## src/rtl/rca_arb_defs.vh

```
// rtl/rca_arb_defs.vh - shared widths and defaults for the adder arbiter
`ifndef RCA_ARB_DEFS_VH
`define RCA_ARB_DEFS_VH

`define RCA_ARB_DATA_W 32
`define RCA_ARB_NREQ   4
`define RCA_ARB_IDW    2
`define RCA_ARB_CNT_W  16

`endif

```

## src/rtl/rca_rr_arb_pkg.sv

```systemverilog
// rtl/rca_rr_arb_pkg.sv - constants and helpers shared by the adder arbiter
`include "rca_arb_defs.vh"

package rca_rr_arb_pkg;

  localparam int DATA_W = `RCA_ARB_DATA_W;
  localparam int CNT_W  = `RCA_ARB_CNT_W;

  localparam logic [CNT_W-1:0] CNT_MAX = '1;

  // Increment that sticks at the maximum count instead of wrapping.
  function automatic logic [CNT_W-1:0] sat_inc(input logic [CNT_W-1:0] v);
    return (v == CNT_MAX) ? v : v + CNT_W'(1);
  endfunction

endpackage

```

## src/rtl/rca32.sv

```systemverilog
// rtl/rca32.sv - 32-bit ripple-carry adder
module rca32 (
  input  logic [31:0] a,
  input  logic [31:0] b,
  input  logic        ci,
  output logic [31:0] s,
  output logic        co
);

  // Carry ripples bit by bit from ci up to co.
  always_comb begin
    logic c;
    s = '0;
    c = ci;
    for (int i = 0; i < 32; i++) begin
      s[i] = a[i] ^ b[i] ^ c;
      c    = (a[i] & b[i]) | (c & (a[i] ^ b[i]));
    end
    co = c;
  end

endmodule

```

## src/rtl/rr_grant.sv

```systemverilog
// rtl/rr_grant.sv - combinational one-hot round-robin select
module rr_grant #(
  parameter int NREQ = 4,
  parameter int IDW  = 2
) (
  input  logic [NREQ-1:0] req,
  input  logic [IDW-1:0]  ptr,
  input  logic            en,
  output logic [NREQ-1:0] gnt
);

  // Rotate so ptr sits at bit 0, keep the lowest request, rotate back.
  always_comb begin
    logic [2*NREQ-1:0] dbl;
    logic [NREQ-1:0]   rot;
    logic [NREQ-1:0]   pick;
    logic [2*NREQ-1:0] back;
    dbl  = {req, req} >> ptr;
    rot  = dbl[NREQ-1:0];
    pick = rot & (~rot + NREQ'(1));
    back = {pick, pick} << ptr;
    gnt  = en ? back[2*NREQ-1:NREQ] : '0;
  end

endmodule

```

## src/rtl/rca_rr_arb.sv

```systemverilog
// rtl/rca_rr_arb.sv - round-robin arbiter sharing one rca32; stats with RCA_RR_ARB_STATS_EN
`include "rca_arb_defs.vh"

module rca_rr_arb
  import rca_rr_arb_pkg::*;
#(
  parameter int NREQ = `RCA_ARB_NREQ,
  parameter int IDW  = `RCA_ARB_IDW
) (
  input  logic                   clk,
  input  logic                   reset_n,
`ifdef RCA_RR_ARB_STATS_EN
  input  logic                   stats_clr,
  output logic [CNT_W*NREQ-1:0]  gnt_cnt,
`endif
  input  logic [NREQ-1:0]        req,
  input  logic [DATA_W*NREQ-1:0] a_in,
  input  logic [DATA_W*NREQ-1:0] b_in,
  input  logic [NREQ-1:0]        ci_in,
  output logic [NREQ-1:0]        gnt,
  output logic                   rsp_valid,
  input  logic                   rsp_ready,
  output logic [IDW-1:0]         rsp_id,
  output logic [DATA_W-1:0]      rsp_s,
  output logic                   rsp_co
);

  logic              stall;
  logic              accept;
  logic [IDW-1:0]    ptr;
  logic [IDW-1:0]    gnt_idx;
  logic [DATA_W-1:0] sel_a;
  logic [DATA_W-1:0] sel_b;
  logic              sel_ci;

  logic              v1;
  logic [IDW-1:0]    id1;
  logic [DATA_W-1:0] a1;
  logic [DATA_W-1:0] b1;
  logic              ci1;
  logic [DATA_W-1:0] sum;
  logic              sum_co;

  assign stall  = rsp_valid & ~rsp_ready;
  assign accept = |(gnt & req);

  rr_grant #(.NREQ(NREQ), .IDW(IDW)) u_rr_grant (
    .req (req),
    .ptr (ptr),
    .en  (reset_n & ~stall),
    .gnt (gnt)
  );

  // Encode the one-hot grant and mux out the granted requester's operands.
  always_comb begin
    gnt_idx = '0;
    sel_a   = '0;
    sel_b   = '0;
    sel_ci  = 1'b0;
    for (int i = 0; i < NREQ; i++) begin
      if (gnt[i]) begin
        gnt_idx = IDW'(i);
        sel_a   = a_in[DATA_W*i +: DATA_W];
        sel_b   = b_in[DATA_W*i +: DATA_W];
        sel_ci  = ci_in[i];
      end
    end
  end

  // Pointer moves just past the requester that was served.
  always_ff @(posedge clk or negedge reset_n) begin
    if (!reset_n) begin
      ptr <= '0;
    end else if (accept) begin
      ptr <= (gnt_idx == IDW'(NREQ-1)) ? '0 : gnt_idx + IDW'(1);
    end
  end

  // Stage 1: operand register; holds its entry while the output is stalled.
  always_ff @(posedge clk or negedge reset_n) begin
    if (!reset_n) begin
      v1  <= 1'b0;
      id1 <= '0;
      a1  <= '0;
      b1  <= '0;
      ci1 <= 1'b0;
    end else if (accept) begin
      v1  <= 1'b1;
      id1 <= gnt_idx;
      a1  <= sel_a;
      b1  <= sel_b;
      ci1 <= sel_ci;
    end else if (!stall) begin
      v1  <= 1'b0;
    end
  end

  rca32 u_rca32 (
    .a  (a1),
    .b  (b1),
    .ci (ci1),
    .s  (sum),
    .co (sum_co)
  );

  // Stage 2: result register; payload only updates when a new sum arrives.
  always_ff @(posedge clk or negedge reset_n) begin
    if (!reset_n) begin
      rsp_valid <= 1'b0;
      rsp_id    <= '0;
      rsp_s     <= '0;
      rsp_co    <= 1'b0;
    end else if (!stall) begin
      rsp_valid <= v1;
      if (v1) begin
        rsp_id <= id1;
        rsp_s  <= sum;
        rsp_co <= sum_co;
      end
    end
  end

`ifdef RCA_RR_ARB_STATS_EN
  // Per-requester saturating grant counters; a clear beats a same-cycle grant.
  always_ff @(posedge clk or negedge reset_n) begin
    if (!reset_n) begin
      gnt_cnt <= '0;
    end else if (stats_clr) begin
      gnt_cnt <= '0;
    end else begin
      for (int i = 0; i < NREQ; i++) begin
        if (gnt[i] & req[i]) begin
          gnt_cnt[CNT_W*i +: CNT_W] <= sat_inc(gnt_cnt[CNT_W*i +: CNT_W]);
        end
      end
    end
  end
`endif

endmodule

```

## config.mk

```make
export PLATFORM = sky130hd
export DESIGN_NAME = rca_rr_arb
export DESIGN_NICKNAME = d
export VERILOG_FILES = /design/src/rtl/rca_rr_arb_pkg.sv /design/src/rtl/rca32.sv /design/src/rtl/rr_grant.sv /design/src/rtl/rca_rr_arb.sv
export VERILOG_INCLUDE_DIRS = /design/src /design/src/rtl
export SDC_FILE = /design/constraint.sdc
export NUM_CORES = 1
export LEC_CHECK = 0
export ABC_AREA = 1
export BUFFER_PORTS_ARGS = -buffer_cell sky130_fd_sc_hd__buf_2
export CORE_ASPECT_RATIO = 0.75
export CORE_UTILIZATION = 35
export DETAILED_ROUTE_END_ITERATION = 10
export HOLD_SLACK_MARGIN = 0.06
export PLACE_DENSITY_LB_ADDON = 0.1
export SYNTH_ARGS = -nofsm -noshare
export SYNTH_HDL_FRONTEND = slang
export SYNTH_SLANG_ARGS = --single-unit
```

## constraint.sdc

```tcl
create_clock -name clk -period 21.2 [get_ports clk]
set_clock_uncertainty 0.2 [all_clocks]
set_input_delay 1.06 -clock clk [delete_from_list [all_inputs] [get_ports clk]]
set_output_delay 1.06 -clock clk [all_outputs]
set_load 0.1 [all_outputs]
```

-- Word level (Yosys, flattened, before mapping)
Cells that the tools add are included.
- register bits: 106
- input port bits: 267
- output and inout port bits: 40
- word-level logic and storage cells: 204
- add/sub/neg operators: 2
- eq/ne operators: 2
- shifts and indexed selects: 2
- muxes and demuxes: 19
- bitwise gates (word level): 167
- reduce and logical (&&, ||, !) cells: 2
- operator list (operator ; count):
    $mux W32 ; 8
    $and A1 B1 Y1 ; 66
    $xor A1 B1 Y1 ; 64
    $or A1 B1 Y1 ; 32
    $and A4 B4 Y4 ; 2
    $shl A8 B2 Y8 ; 1
    $shr A8 B2 Y4 ; 1
    $mux W1 ; 7
    $mux W2 ; 3
    $add A4 B1 Y4 const B ; 1
    $mux W4 ; 1
    $not A4 Y4 ; 1
    $reduce_or A4 Y1 ; 1
    $add A2 B1 Y2 const B ; 1
    $eq A2 B2 Y1 const B ; 1
    $ne A2 B1 Y1 const B ; 1
    $not A1 Y1 ; 2
    $reduce_and A2 Y1 ; 1

-- Logic depth before layout (Yosys ltp)
- depth in word-level cells: 65
- mapped depth: 36
- gate-level depth less buffers: 36

-- By module
Synthesis repeated with hierarchy kept, for this count alone.
- cells, all modules: 1278
- area total of the unflattened synthesis: 8190.4 um2
- modules (own cells, without submodules) (module ; instances ; cells each ; area each (um2) ; seq. area each (um2)):
    rca_rr_arb ; 1 ; 1167 ; 7163.1 ; 2652.5
    rca32 ; 1 ; 42 ; 678.2 ; 0.0
    rr_grant ; 1 ; 69 ; 349.1 ; 0.0

-- Worst setup path after synthesis
OpenSTA, ideal clock, no wires.
- path kind: flip-flop to flip-flop
- from: reg a1[0]
- to: reg rsp_s[31]
- library setup time: 0.083 ns
- arrival: 12.608 ns
- data required time: 20.917 ns
- setup slack: 8.309 ns
- cell stages (with the launch flop): 37
- path buffers: 0
- clock period less this slack: 12.891 ns
- cells stage by stage: dfrtp_1 > fa_1 > fa_1 > fa_1 > fa_1 > fa_1 > fa_1 > fa_1 > fa_1 > fa_1 > fa_1 > fa_1 > fa_1 > fa_1 > fa_1 > fa_1 > fa_1 > inv_1 > fa_1 > inv_1 > fa_1 > fa_1 > fa_1 > fa_1 > fa_1 > fa_1 > fa_1 > fa_1 > fa_1 > fa_1 > fa_1 > fa_1 > fa_1 > fa_1 > inv_1 > fa_1 > o21ai_0
- word-level cells in the longest chain between the ends: 64
- elaborated cells on any way between the ends: 65
- those cells by class: 65 x bitwise
- ends and longest elaborated chain (item ; line ; RTL):
    from (decl) ; rca_rr_arb.sv:38 ; logic [DATA_W-1:0] a1;
    from (signal assigned) ; rca_rr_arb.sv:90 ; a1 <= sel_a;
    $xor A1 B1 Y1 ; rca32.sv:17 ; c = (a[i] & b[i]) | (c & (a[i] ^ b[i]));
    $and A1 B1 Y1 ; rca32.sv:17 ;
    $or A1 B1 Y1 * ; rca32.sv:17 ;
    $and A1 B1 Y1 * ; rca32.sv:17 ;
    $or A1 B1 Y1 * ; rca32.sv:17 ;
    $and A1 B1 Y1 * ; rca32.sv:17 ;
    $or A1 B1 Y1 * ; rca32.sv:17 ;
    $and A1 B1 Y1 * ; rca32.sv:17 ;
    (+48 left out) ; n/a ;
    $or A1 B1 Y1 * ; rca32.sv:17 ;
    $and A1 B1 Y1 * ; rca32.sv:17 ;
    $or A1 B1 Y1 * ; rca32.sv:17 ;
    $and A1 B1 Y1 * ; rca32.sv:17 ;
    $or A1 B1 Y1 * ; rca32.sv:17 ;
    $and A1 B1 Y1 * ; rca32.sv:17 ;
    $or A1 B1 Y1 * ; rca32.sv:17 ;
    $xor A1 B1 Y1 * ; rca32.sv:16 ; s[i] = a[i] ^ b[i] ^ c;
    to (signal assigned) ; rca_rr_arb.sv:117 ; rsp_s <= sum;
    to (decl) ; rca_rr_arb.sv:24 ; output logic [DATA_W-1:0] rsp_s,
Every way passes the cells marked *; elsewhere a longest branch is shown, timed or not.
A chain may end at the register's enable or synchronous reset.

-- Worst setup path after layout
Ends and elaborated chain as after synthesis.

==> impl_metrics.env <==
export IMPL_synth_area_um2=7130
export IMPL_clock_sinks=106
export IMPL_synth_edf_count=0
export IMPL_clockRootBuffer="clkbuf_16"
export IMPL_finalPower_mw=1.70
export IMPL_cp_common_cell="fa_1"
export IMPL_cts_tree="done"
export IMPL_nets=1467
export IMPL_critPathArrivalTime_ns=13.61
export IMPL_grt_overflow=0
export IMPL_fillers=2057
export IMPL_grt_max_degree=73
export IMPL_startpoint_type="flop"
export IMPL_die_h_um=126
export IMPL_yosysSeqAreaShare_pct=37.2
export IMPL_ys_ff_latch=106
export IMPL_post_cts_resized=0
export IMPL_drt_first_pass_iters=7
export IMPL_status="finished clean"
export IMPL_clkPwrFrac_pct=9.6
export IMPL_hold_class="reg -> reg"
export IMPL_cts_buffers=9
export IMPL_io_buffers=306
export IMPL_slowest_stage="fa_1"
export IMPL_worst_slack_ns=7.63
export IMPL_cts_setup_buffers=0
export IMPL_final_setup_tns_ns=0
export IMPL_initial_utilization_pct=36.3
export IMPL_grt_pass1_vias=7070
export IMPL_fin_crit_sh_pct=64.0
export IMPL_row_count=44
export IMPL_setup_viol=0
export IMPL_intPower_uw=712
export IMPL_netlist_area_leader_share_pct=37.2
export IMPL_avgSynthCellArea_um2=7.77
export IMPL_critPathTopFamily="adder cells"
export IMPL_grt_usage_pct=23.9
export IMPL_fmax_mhz=73.7
export IMPL_ys_types=26
export IMPL_route_detailed_drc=0
export IMPL_worstSkewPairLatency_ns=0.35
export IMPL_htreeDepth=3
export IMPL_endpoint_kind="flop"
export IMPL_ant_nets=0
export IMPL_die_width_um=167
export IMPL_rsz0062_at_grt="no"
export IMPL_worst_pin_slew_ns=1.00
export IMPL_p_per_area_nw_per_um2=189
export IMPL_grt_antenna_before_repair=1
export IMPL_p_comb_share_pct=67.3
export IMPL_switching_share_pct=58.2
export IMPL_routed_via_count=7327
export IMPL_p_sw_uw=991
export IMPL_area_delta_synth_final_pct=26.3
export IMPL_ys_top_cells_by_area="dfrtp_1 (37%), nand4_1 (12%), nand3_1 (10%)"
export IMPL_vias_per_cell=5.13
export IMPL_initialDrtViolationCount=518
export IMPL_cp_max_fo=2
export IMPL_drive_gt1_share_pct=32.9
export IMPL_synth_top_area_cell="dfrtp_1"
export IMPL_max_stage_delay_ns=0.45
export IMPL_peakVddDrop_uv=168
export IMPL_path_buf_inv=3
export IMPL_synthesis_nets=1216
export IMPL_post_place_ws_ns=7.65
export IMPL_hpwlAfterDp_um=16900
export IMPL_ys_warn_count=0
export IMPL_hold_viol=0
export IMPL_routed_wl_um=24500
export IMPL_synthArstFlopShare_pct=100
export IMPL_slew_viol_final=0
export IMPL_maxSlewHeadroom_pct=33.1
export IMPL_p_leak_nw=4.87
export IMPL_period_minus_slack_ns=13.57
export IMPL_ios=307
export IMPL_drv_cap=0
export IMPL_cp_required_ns=21.24
export IMPL_worstSetupPathType="reg -> reg"
export IMPL_dieArea_um2=21000
export IMPL_core_um2=19700
export IMPL_ctsLongestPathBuffers=2
export IMPL_synth_flop_cell="dfrtp_1"
export IMPL_synth_cells=917
export IMPL_cts_clk_slew_worst_paths_ns=0.07
export IMPL_place_gp_congestion=0.823
export IMPL_cts_hold_fix_buffers=0
export IMPL_power_frac_seq_pct=23.1
export IMPL_wl_per_cell_um=17.2
export IMPL_grt_pass1_wl_um=39200
area by class of cell:
type,instances,area (µm²),share of cell area (%)
repair buffers,316,1610,17.9
diodes,1,2.50,0.0278
flip-flops and latches,106,2650,29.5
inverters,85,324,3.60
well taps,253,317,3.52
clock buffers,10,239,2.65
multi-input cells,650,3810,42.3
clock inverters,6,47.5,0.528
worst min-delay path: cells and delay by family (launching register included):
family	cells	cell delay [ns]
flip-flops	1	0.35
AND/OR/NAND/NOR	2	0.10
synth_stat cells, types with 2 or more instances:
cell / count
nand2_1: 159
nand3_1: 144
nand4_1: 132
nor2_1: 131
dfrtp_1: 106
inv_1: 81
buf_2: 39
fa_1: 32
mux2_2: 31
clkbuf_1: 29
nand3_2: 5
buf_6: 4
nand2_2: 4
o21ai_0: 4
buf_4: 3
a21oi_2: 2
inv_2: 2
power by group through the flow:
stage / sequential [mW] / clock [mW] / combinational (mW)
2_1_floorplan: 0.635 / 0 / 0.643
3_3_place_gp: 0.395 / 0 / 1.15
3_5_place_dp: 0.398 / 0 / 1.16
4_1_cts: 0.395 / 0.169 / 1.16
5_1_grt: 0.410 / 0.175 / 1.27
6_report: 0.394 / 0.163 / 1.15
sequential cells by signal, indices dropped and copies added, names as in the netlist:
signal,cells
v1,1
b1,32
rsp_s,32
rsp_valid,1
rsp_co,1
rsp_id,2
ci1,1
ptr,2
a1,32
id1,2
layer usage:
layer / GRT usage [%] / routed length, µm / vias to the layer above / share of wire, %
met5: 0 / 0 / - / 0
met4: 4.30 / 255 / 0 / 1.0
met3: 4.97 / 1810 / 21 / 7.4
met2: 35.8 / 10800 / 296 / 44
met1: 35.5 / 11700 / 3435 / 48
li1: - / - / 3575 / -
kinds of logic (layout without fill, tap and decap cells):
| logic type | Yosys count | count (layout) | share of synthesized area (%) |
|---|---|---|---|
| muxes | 31 | 31 | 4.90 |
| adders and majority gates | 32 | 32 | 8.99 |
| buffers and inverters | 161 | 417 | 9.78 |
| other | 0 | 1 | 0 |
| AOI/OAI and AO/OA | 10 | 10 | 0.878 |
| and+or+nand+nor | 577 | 577 | 38.3 |
| DFF | 106 | 106 | 37.2 |
placed cells by master, fill, tap and decap left out, drive strengths merged:
cell,synthesis,layout
a31oi,1,1
buf,47,316
nand3,149,149
a31o,1,1
a21oi,3,3
nor2,133,133
fa,32,32
dfrtp,106,106
nand2,163,163
clkbuf,29,10
diode,0,1
inv,84,89
clkinv,1,2
o21ai,5,5
nand4,132,132
mux2,31,31
through the flow:
step / cell area [µm²] / cells / utilization (%) / hold slack [ns]
2_1_floorplan: 7130 / 917 / - / 0.247
3_5_place_dp: 8710 / 1410 / 44.3 / 0.267
5_1_grt: 9000 / 1427 / 45.8 / 0.299
6_report: 9000 / 1427 / 45.8 / 0.281
4_1_cts: 9000 / 1426 / 45.8 / 0.288
3_3_place_gp: 8710 / 1410 / 44.3 / 0.264
final timing paths:
check	start	to	slack, ns	cells past startpoint
setup reg to reg	a1[0]	rsp_s[31]	7.63	36
hold / removal	a1[31]	a1[31]	0.28	2
min in group asynchronous	reset_n	a1[26]	0.59	1
hold reg to reg	a1[31]	a1[31]	0.28	2
max in group asynchronous	reset_n	rsp_s[16]	19.03	2
setup / recovery	a1[0]	rsp_s[31]	7.63	36
No activity file was read; power rests on OpenSTA's default activity.
